File: src/rtl/frame_rx.sv
// frame_rx: oversampling serial frame receiver.
// Frame on the line: start(0), op[0..2], cin, data[0..7], [parity], stop(1).
// Define FRAME_RX_PARITY_EN to add an even-parity bit before the stop bit.
// Without it the frame has no parity bit and parity_err is tied low.
module frame_rx #(
  parameter int unsigned BIT_CYCLES = 4
) (
  input  logic       clk,
  input  logic       rst_n,
  input  logic       din,
  output logic [2:0] op,
  output logic       cout,
  output logic [7:0] data,
  output logic       valid,
  output logic       frame_err,
  output logic       parity_err,
  output logic       busy
);

  localparam logic [7:0] HALF = 8'(BIT_CYCLES / 2);
  localparam logic [7:0] LAST = 8'(BIT_CYCLES - 1);

  typedef enum logic [2:0] {
    IDLE   = 3'd0,
    START  = 3'd1,
    SHIFT  = 3'd2,
    PARITY = 3'd3,
    STOP   = 3'd4
  } state_t;

  state_t      state_q, state_d;
  logic [7:0]  cnt_q, cnt_d;
  logic [3:0]  bits_q, bits_d;
  logic [11:0] shift_q, shift_d;
  logic        hold_q, hold_d;
  logic [2:0]  op_q, op_d;
  logic        cout_q, cout_d;
  logic [7:0]  data_q, data_d;
  logic        valid_q, valid_d;
  logic        frame_err_q, frame_err_d;
  logic        din_meta_q, din_sync_q, din_prev_q;
  logic        mid;
  logic        payload_ok;

`ifdef FRAME_RX_PARITY_EN
  logic        perr_q, perr_d;
  logic        parity_err_q, parity_err_d;
  assign payload_ok = !perr_q;
  assign parity_err = parity_err_q;
`else
  assign payload_ok = 1'b1;
  assign parity_err = 1'b0;
`endif

  // Sample point of the current bit period.
  assign mid = (cnt_q == HALF);

  // Two-flop synchronizer plus one history flop for falling-edge detection.
  always_ff @(posedge clk or negedge rst_n) begin
    if (!rst_n) begin
      din_meta_q <= 1'b1;
      din_sync_q <= 1'b1;
      din_prev_q <= 1'b1;
    end else begin
      din_meta_q <= din;
      din_sync_q <= din_meta_q;
      din_prev_q <= din_sync_q;
    end
  end

  // State, counters, shift register and output registers.
  always_ff @(posedge clk or negedge rst_n) begin
    if (!rst_n) begin
      state_q     <= IDLE;
      cnt_q       <= '0;
      bits_q      <= '0;
      shift_q     <= '0;
      hold_q      <= 1'b0;
      op_q        <= '0;
      cout_q      <= 1'b0;
      data_q      <= '0;
      valid_q     <= 1'b0;
      frame_err_q <= 1'b0;
`ifdef FRAME_RX_PARITY_EN
      perr_q       <= 1'b0;
      parity_err_q <= 1'b0;
`endif
    end else begin
      state_q     <= state_d;
      cnt_q       <= cnt_d;
      bits_q      <= bits_d;
      shift_q     <= shift_d;
      hold_q      <= hold_d;
      op_q        <= op_d;
      cout_q      <= cout_d;
      data_q      <= data_d;
      valid_q     <= valid_d;
      frame_err_q <= frame_err_d;
`ifdef FRAME_RX_PARITY_EN
      perr_q       <= perr_d;
      parity_err_q <= parity_err_d;
`endif
    end
  end

  // Next-state logic: bit timing, sampling, frame checks and field update.
  always_comb begin
    state_d     = state_q;
    cnt_d       = cnt_q;
    bits_d      = bits_q;
    shift_d     = shift_q;
    hold_d      = hold_q;
    op_d        = op_q;
    cout_d      = cout_q;
    data_d      = data_q;
    valid_d     = 1'b0;
    frame_err_d = 1'b0;
`ifdef FRAME_RX_PARITY_EN
    perr_d       = perr_q;
    parity_err_d = 1'b0;
`endif

    if (state_q != IDLE) begin
      cnt_d = (cnt_q == LAST) ? '0 : cnt_q + 8'd1;
    end

    case (state_q)
      IDLE: begin
        cnt_d  = '0;
        bits_d = '0;
        hold_d = 1'b0;
`ifdef FRAME_RX_PARITY_EN
        perr_d = 1'b0;
`endif
        // The edge cycle itself is count 0 of the start bit.
        if (din_prev_q && !din_sync_q) begin
          state_d = START;
          cnt_d   = 8'd1;
        end
      end
      START: begin
        if (mid) begin
          state_d = din_sync_q ? IDLE : SHIFT;
        end
      end
      SHIFT: begin
        if (mid) begin
          shift_d = {din_sync_q, shift_q[11:1]};
          bits_d  = bits_q + 4'd1;
          if (bits_q == 4'd11) begin
`ifdef FRAME_RX_PARITY_EN
            state_d = PARITY;
`else
            state_d = STOP;
`endif
          end
        end
      end
`ifdef FRAME_RX_PARITY_EN
      PARITY: begin
        if (mid) begin
          perr_d  = ^{shift_q, din_sync_q};
          state_d = STOP;
        end
      end
`endif
      STOP: begin
        if (hold_q) begin
          // Bad stop bit: stay busy until the line is released high.
          if (din_sync_q) begin
            state_d = IDLE;
          end
        end else if (mid) begin
          frame_err_d = !din_sync_q;
`ifdef FRAME_RX_PARITY_EN
          parity_err_d = perr_q;
`endif
          if (din_sync_q) begin
            state_d = IDLE;
            if (payload_ok) begin
              op_d    = shift_q[2:0];
              cout_d  = shift_q[3];
              data_d  = shift_q[11:4];
              valid_d = 1'b1;
            end
          end else begin
            hold_d = 1'b1;
          end
        end
      end
      default: state_d = IDLE;
    endcase
  end

  assign op        = op_q;
  assign cout      = cout_q;
  assign data      = data_q;
  assign valid     = valid_q;
  assign frame_err = frame_err_q;
  assign busy      = (state_q != IDLE);

endmodule

File: config.mk
export PLATFORM = sky130hd
export DESIGN_NAME = frame_rx
export DESIGN_NICKNAME = d
export VERILOG_FILES = /design/src/rtl/frame_rx.sv
export SDC_FILE = /design/constraint.sdc
export NUM_CORES = 1
export LEC_CHECK = 0
export ABC_AREA = 1
export BUFFER_PORTS_ARGS = -buffer_cell sky130_fd_sc_hd__buf_4
export CORE_MARGIN = 4
export CORE_UTILIZATION = 65
export CTS_BUF_LIST = sky130_fd_sc_hd__clkbuf_4
export CTS_CLUSTER_DIAMETER = 40
export CTS_CLUSTER_SIZE = 16
export DETAILED_ROUTE_END_ITERATION = 8
export GPL_ROUTABILITY_DRIVEN = 0
export PLACE_DENSITY = 0.83
export SYNTH_ARGS = -nofsm -noshare
export SYNTH_HDL_FRONTEND = slang
export SYNTH_SLANG_ARGS = --single-unit
File: constraint.sdc
create_clock -name clk -period 2 [get_ports clk]
set_input_delay 0.4 -clock clk [delete_from_list [all_inputs] [get_ports clk]]
set_output_delay 0.4 -clock clk [all_outputs]
set_load 0.1 [all_outputs]
# Word-level counts from Yosys, hierarchy flattened
# Cells that the tools add are included.
[totals] reg_bits=45 inputBits=3 out_inout_bits=16 elab_cells=64
[classes] n_addsub=2 eq_ne=11 muxes=26 bitwise_logic=1 reduce_logical=11
[op_table] operator="$mux W8" count=3
[op_table] operator="$mux W3" count=7
[op_table] operator="$eq A8 B2 Y1 const B" count=2
[op_table] operator="$pmux W3 S4" count=1
[op_table] operator="$mux W1" count=11
[op_table] operator="$add A8 B1 Y8 const B" count=1
[op_table] operator="$ne A2 B2 Y1 const B" count=4
[op_table] operator="$pmux W4 S2" count=1
[op_table] operator="$reduce_bool A2 Y1" count=3
[op_table] operator="$reduce_and A5 Y1" count=1
[op_table] operator="$add A4 B1 Y4 const B" count=1
[op_table] operator="$eq A4 B4 Y1 const B" count=1
[op_table] operator="$mux W4" count=1
[op_table] operator="$reduce_and A2 Y1" count=2
[op_table] operator="$reduce_and A4 Y1" count=1
[op_table] operator="$eq A3 B1 Y1 const B" count=1
[op_table] operator="$eq A3 B2 Y1 const B" count=1
[op_table] operator="$eq A3 B3 Y1 const B" count=1
[op_table] operator="$logic_not A3 Y1" count=1
[op_table] operator="$ne A3 B3 Y1 const B" count=1
[op_table] operator="$reduce_bool A3 Y1" count=1
[op_table] operator="$mux W2" count=1
[op_table] operator="$pmux W1 S2" count=1
[op_table] operator="$logic_and A1 B1 Y1" count=1
[op_table] operator="2 further kinds" count=2

# Longest topological paths before layout
[logic_depth] depth_word=4 depth_mapped=9 mapped_depth_nobuf=9

# Worst setup path after synthesis
# No wires, ideal clock.
[synth_path] path_kind="flip-flop to flip-flop" startpoint="register state_q[0]" endpoint="register cnt_q[0]" setup_ns=0.085 arrival_time_ns=1.739 t_required_ns=1.915 setup_slack_ns=0.176 stages_incl_launch_ff=6 path_buffers=0 period_less_slack_ns=1.824 cell_sequence="dfrtp_1 nor2_4 nand2_1 inv_1 nand3_1 o21ai_0"
[synth_between] elab_chain_cells=2 elab_cells_between_ends=4 classes_between="mux: 1; reduce/logical: 3"
[synth_rtl] item="start: declaration" line_no="31" text="state_t state_q, state_d;"
[synth_rtl] item="start signal: assignment" line_no="89" text="state_q <= state_d;"
[synth_rtl] item="$reduce_bool A3 Y1"
[synth_rtl] item="named net busy" line_no="17" text="output logic busy"
[synth_rtl] item="$reduce_bool A2 Y1 (no source line)"
[synth_rtl] item="end signal: assignment" line_no="90" text="cnt_q <= cnt_d;"
[synth_rtl] item="end: declaration" line_no="32" text="logic [7:0] cnt_q, cnt_d;"
# The timed path passes the listed nets, and every way through them passes these cells.
# A chain may end at the register's enable or synchronous reset.

# Worst setup path in the final report
[layout_path] startpoint="register state_q[0]" endpoint="output port busy"
[layout_between] elab_chain_cells=1
[layout_rtl] item="$reduce_bool A3 Y1" line_no="200" text="assign busy = (state_q != IDLE);"
[layout_rtl] item="end: declaration" line_no="17"
# No other way between the ends.

==> out/results.ini <==
[yosys]
synthesis.area_per_instance_sq_um = 9.370
synth.cells.most_frequent = 50 x sky130_fd_sc_hd__nand2_1, 42 x sky130_fd_sc_hd__dfrtp_1, 30 x sky130_fd_sc_hd__inv_1
post_syn_area_sq_um = 2033
post-synth-top-area-fraction_pct = 51.69
synth_cell_type_count = 24
synth_area_leader_cell = sky130_fd_sc_hd__dfrtp_1
netlist_top_cells_area = sky130_fd_sc_hd__dfrtp_1 52%, sky130_fd_sc_hd__nand2_1 9.2%, sky130_fd_sc_hd__o21ai_2 5.6%, sky130_fd_sc_hd__inv_1 5.5%, sky130_fd_sc_hd__dfstp_2 3.9%
yosysSeqAreaShare_pct = 55.57
synth_top_flop_cell = sky130_fd_sc_hd__dfrtp_1
postSynth.asyncResetShare_pct = 100.0
synth.ff_latch_count = 45
synth.net_count = 223
syn-instance-count = 217
synth_most_common_cell = sky130_fd_sc_hd__nand2_1
edff_count_synth = 0
total_number_of_yosys_warnings = 0

[detailed_routing]
route.final.wire_length_microns = 3092
viasPerCell = 4.943
num_vias = 1389
initial_drc_count = 72
drt_drc_violations_left = 0
wl_per_cell_microns = 11.00
drt_pre_antenna_iters = 4
ant_nets = 0

[worst_setup_path]
cp_num_buf_inv = 1
data_arrival_time_at_the_worst_slack_endpoint_ps = 1390
reg2reg_to = bits_q[1]
cp_cell_sequence = nor2_4, nand2_1, buf_4
cpLargestDelayFamily = flip-flops
critPathMaxStageDelay_ps = 450
ff2ff_path_depth = 9
r2r_setup_slk_ps = 380
worstPathRequired_ps = 1600
regToRegStartpoint = cnt_q[0]
endpoint_kind = primary output
critical_path.max_fanout = 5
crit_slowest_cell = sky130_fd_sc_hd__dfrtp_1
crit_path_start_kind = flip-flop
critPathKind = reg2out

[clock_tree]
clock_pin_slew_reported_for_the_worst_setup_and_hold_paths_after_clock_tree_synthesis_ps = 130
maximum_buffer_depth_of_the_clock_tree = 2
postCtsSetupBuffers = 0
cts_tree = yes
root_buffer = sky130_fd_sc_hd__clkbuf_4
worst_skew_pair.late_latency_ps = 360
htree_num_levels = 2
clkSinkCount = 45
post_cts_resized = 0
ctsHoldBuffers = 0
cts_inserted_buffers = 5

[final_layout]
final_nets = 242
drive_gt1_share_pct = 24.05
post-route-cell-area_sq_um = 2218
num-fill-cells = 242
diodes_inserted = 0
area_growth_syn_to_layout_pct = 9.108

[pwr]
max-vdd-ir-drop_v = 0.001113
leakage_nw = 1.114
power_density_nw_per_um2 = 882.7

[global_routing]
first_pass_grt_wire_length_microns = 5602
grt_pass1_vias = 1290
grt_busiest_layer = met2
pin_count_of_the_biggest_net_entering_global_routing = 46
gr-usage-met2_pct = 28.00
gr-usage-met1_pct = 23.34
grt_remaining_overflow = 0
globalRouteMet3Util_pct = 3.691
grt_antenna_before_repair = 0
groute.usage.overall_pct = 17.67

[die]
total_i_o_pin_count = 19
chipHeight_microns = 63.93
die_area_sq_um = 4087
placeableCoreArea_sq_um = 3028
rows = 20
floorplan.die.width_microns = 63.93
initial_utilization_pct = 67.15

[timing]
tightestPinTransition_ps = 528.4
post-route-period-util_pct = 89.64
hold-worst-slack_ps = -11.76
setup_total_negative_slack_ps = 0
layout_min_cycle_time_ps = 1793
fmax_ghz = 0.5578
finClkSkew_ps = 10.91
maxSlewViolCount = 0
setup_failing_eps_final = 0
timing.slew.headroom_pct = 64.77
grt_setup_unrepaired = no
finalHoldViolCount = 6

[placed_design]
detailed_place.area_sq_um = 2163
port_buffers = 17
hpwl_microns = 2253

[worst_hold_path]
worstHoldPathType = in2async

[outcome]
failed_checks = negative hold slack
run_status = complete, but fails checks

[job]
timing.max_cap.violations = 0

[through the flow]
step                cells  setup slack (ps)  hold slack, ps  total power, W  util [%]
finish                281             207.1          -11.76        0.001958     73.26
global route          281             118.9           33.56        0.002086     73.26
CTS                   281             196.8           20.10        0.001978     73.26
detailed placement    273             384.4           348.8        0.001561     71.45
floorplan             217             176.0           104.4        0.001451         -
global placement      273             429.5           347.0        0.001552     71.45
[how the worst max path moves through the flow]
stage	start	to	slack [ps]	cells after the start
4_1_cts	state_q[0]	busy	200	3
3_3_place_gp	cnt_q[0]	bits_q[1]	430	9
2_1_floorplan	state_q[0]	cnt_q[0]	180	5
6_report	state_q[0]	busy	210	3
5_1_grt	state_q[0]	busy	120	3
3_5_place_dp	cnt_q[0]	bits_q[1]	380	9
[per-layer routing]
| layer | part of all wire (%) | vias to the layer above |
|---|---|---|
| li1 | - | 714 |
| met1 | 46 | 647 |
| met2 | 48 | 20 |
| met3 | 3.6 | 8 |
| met4 | 2.1 | 0 |
| met5 | 0 | - |
[where the power goes]
part           leakage [nW]  switching (W)  internal, W
registers             0.613      0.0000585     0.000975
logic                 0.470       0.000377     0.000130
clock network        0.0310       0.000285     0.000133
total                  1.11       0.000720      0.00124
[cell type report]
type	instances	area (sq um)	area share [%]
clock buffer	5	37.54	1.692
timing repair buffer	17	127.6	5.753
sequential	45	1130	50.93
tap	44	55.05	2.482
multi-input combinational	136	734.5	33.11
clock inverter	3	17.52	0.7896
inverter	31	116.4	5.245
[registers in the layout (all words and copies together) (netlist names)]
| register | flops |
|---|---|
| shift_q | 12 |
| din_meta_q | 1 |
| hold_q | 1 |
| op | 3 |
| din_prev_q | 1 |
| cout | 1 |
| state_q | 3 |
| frame_err | 1 |
| valid | 1 |
| cnt_q | 8 |
| din_sync_q | 1 |
| data | 8 |
| bits_q | 4 |
[cell families after synthesis]
logic type | count (synthesis) | synth area share (%)
compound gates | 32 | 10.28
simple gates | 97 | 22.52
buf+inv | 36 | 8.308
xor+xnor | 3 | 1.293
flops | 45 | 55.57
other cells | 1 | 0.1844
fa+ha+maj | 3 | 1.846
[cells in the final DEF (no fill, tap or decap)]
cell,instances
sky130_fd_sc_hd__a21oi_1,3
sky130_fd_sc_hd__buf_4,17
sky130_fd_sc_hd__clkbuf_4,5
sky130_fd_sc_hd__clkinv_2,2
sky130_fd_sc_hd__clkinvlp_4,1
sky130_fd_sc_hd__conb_1,1
sky130_fd_sc_hd__dfrtp_1,42
sky130_fd_sc_hd__dfstp_2,3
sky130_fd_sc_hd__ha_1,3
sky130_fd_sc_hd__inv_1,30
sky130_fd_sc_hd__inv_2,1
sky130_fd_sc_hd__nand2_1,50
sky130_fd_sc_hd__nand2_2,10
sky130_fd_sc_hd__nand3_1,9
sky130_fd_sc_hd__nand3_2,1
sky130_fd_sc_hd__nand3b_4,1
sky130_fd_sc_hd__nand4_1,2
sky130_fd_sc_hd__nor2_1,15
sky130_fd_sc_hd__nor2_2,1
sky130_fd_sc_hd__nor2_4,2
sky130_fd_sc_hd__nor3_1,4
sky130_fd_sc_hd__nor3b_1,2
sky130_fd_sc_hd__o21ai_0,10
sky130_fd_sc_hd__o21ai_1,6
sky130_fd_sc_hd__o21ai_2,13
sky130_fd_sc_hd__xor2_1,3
Note: power is estimated with default switching activity, not from simulation.
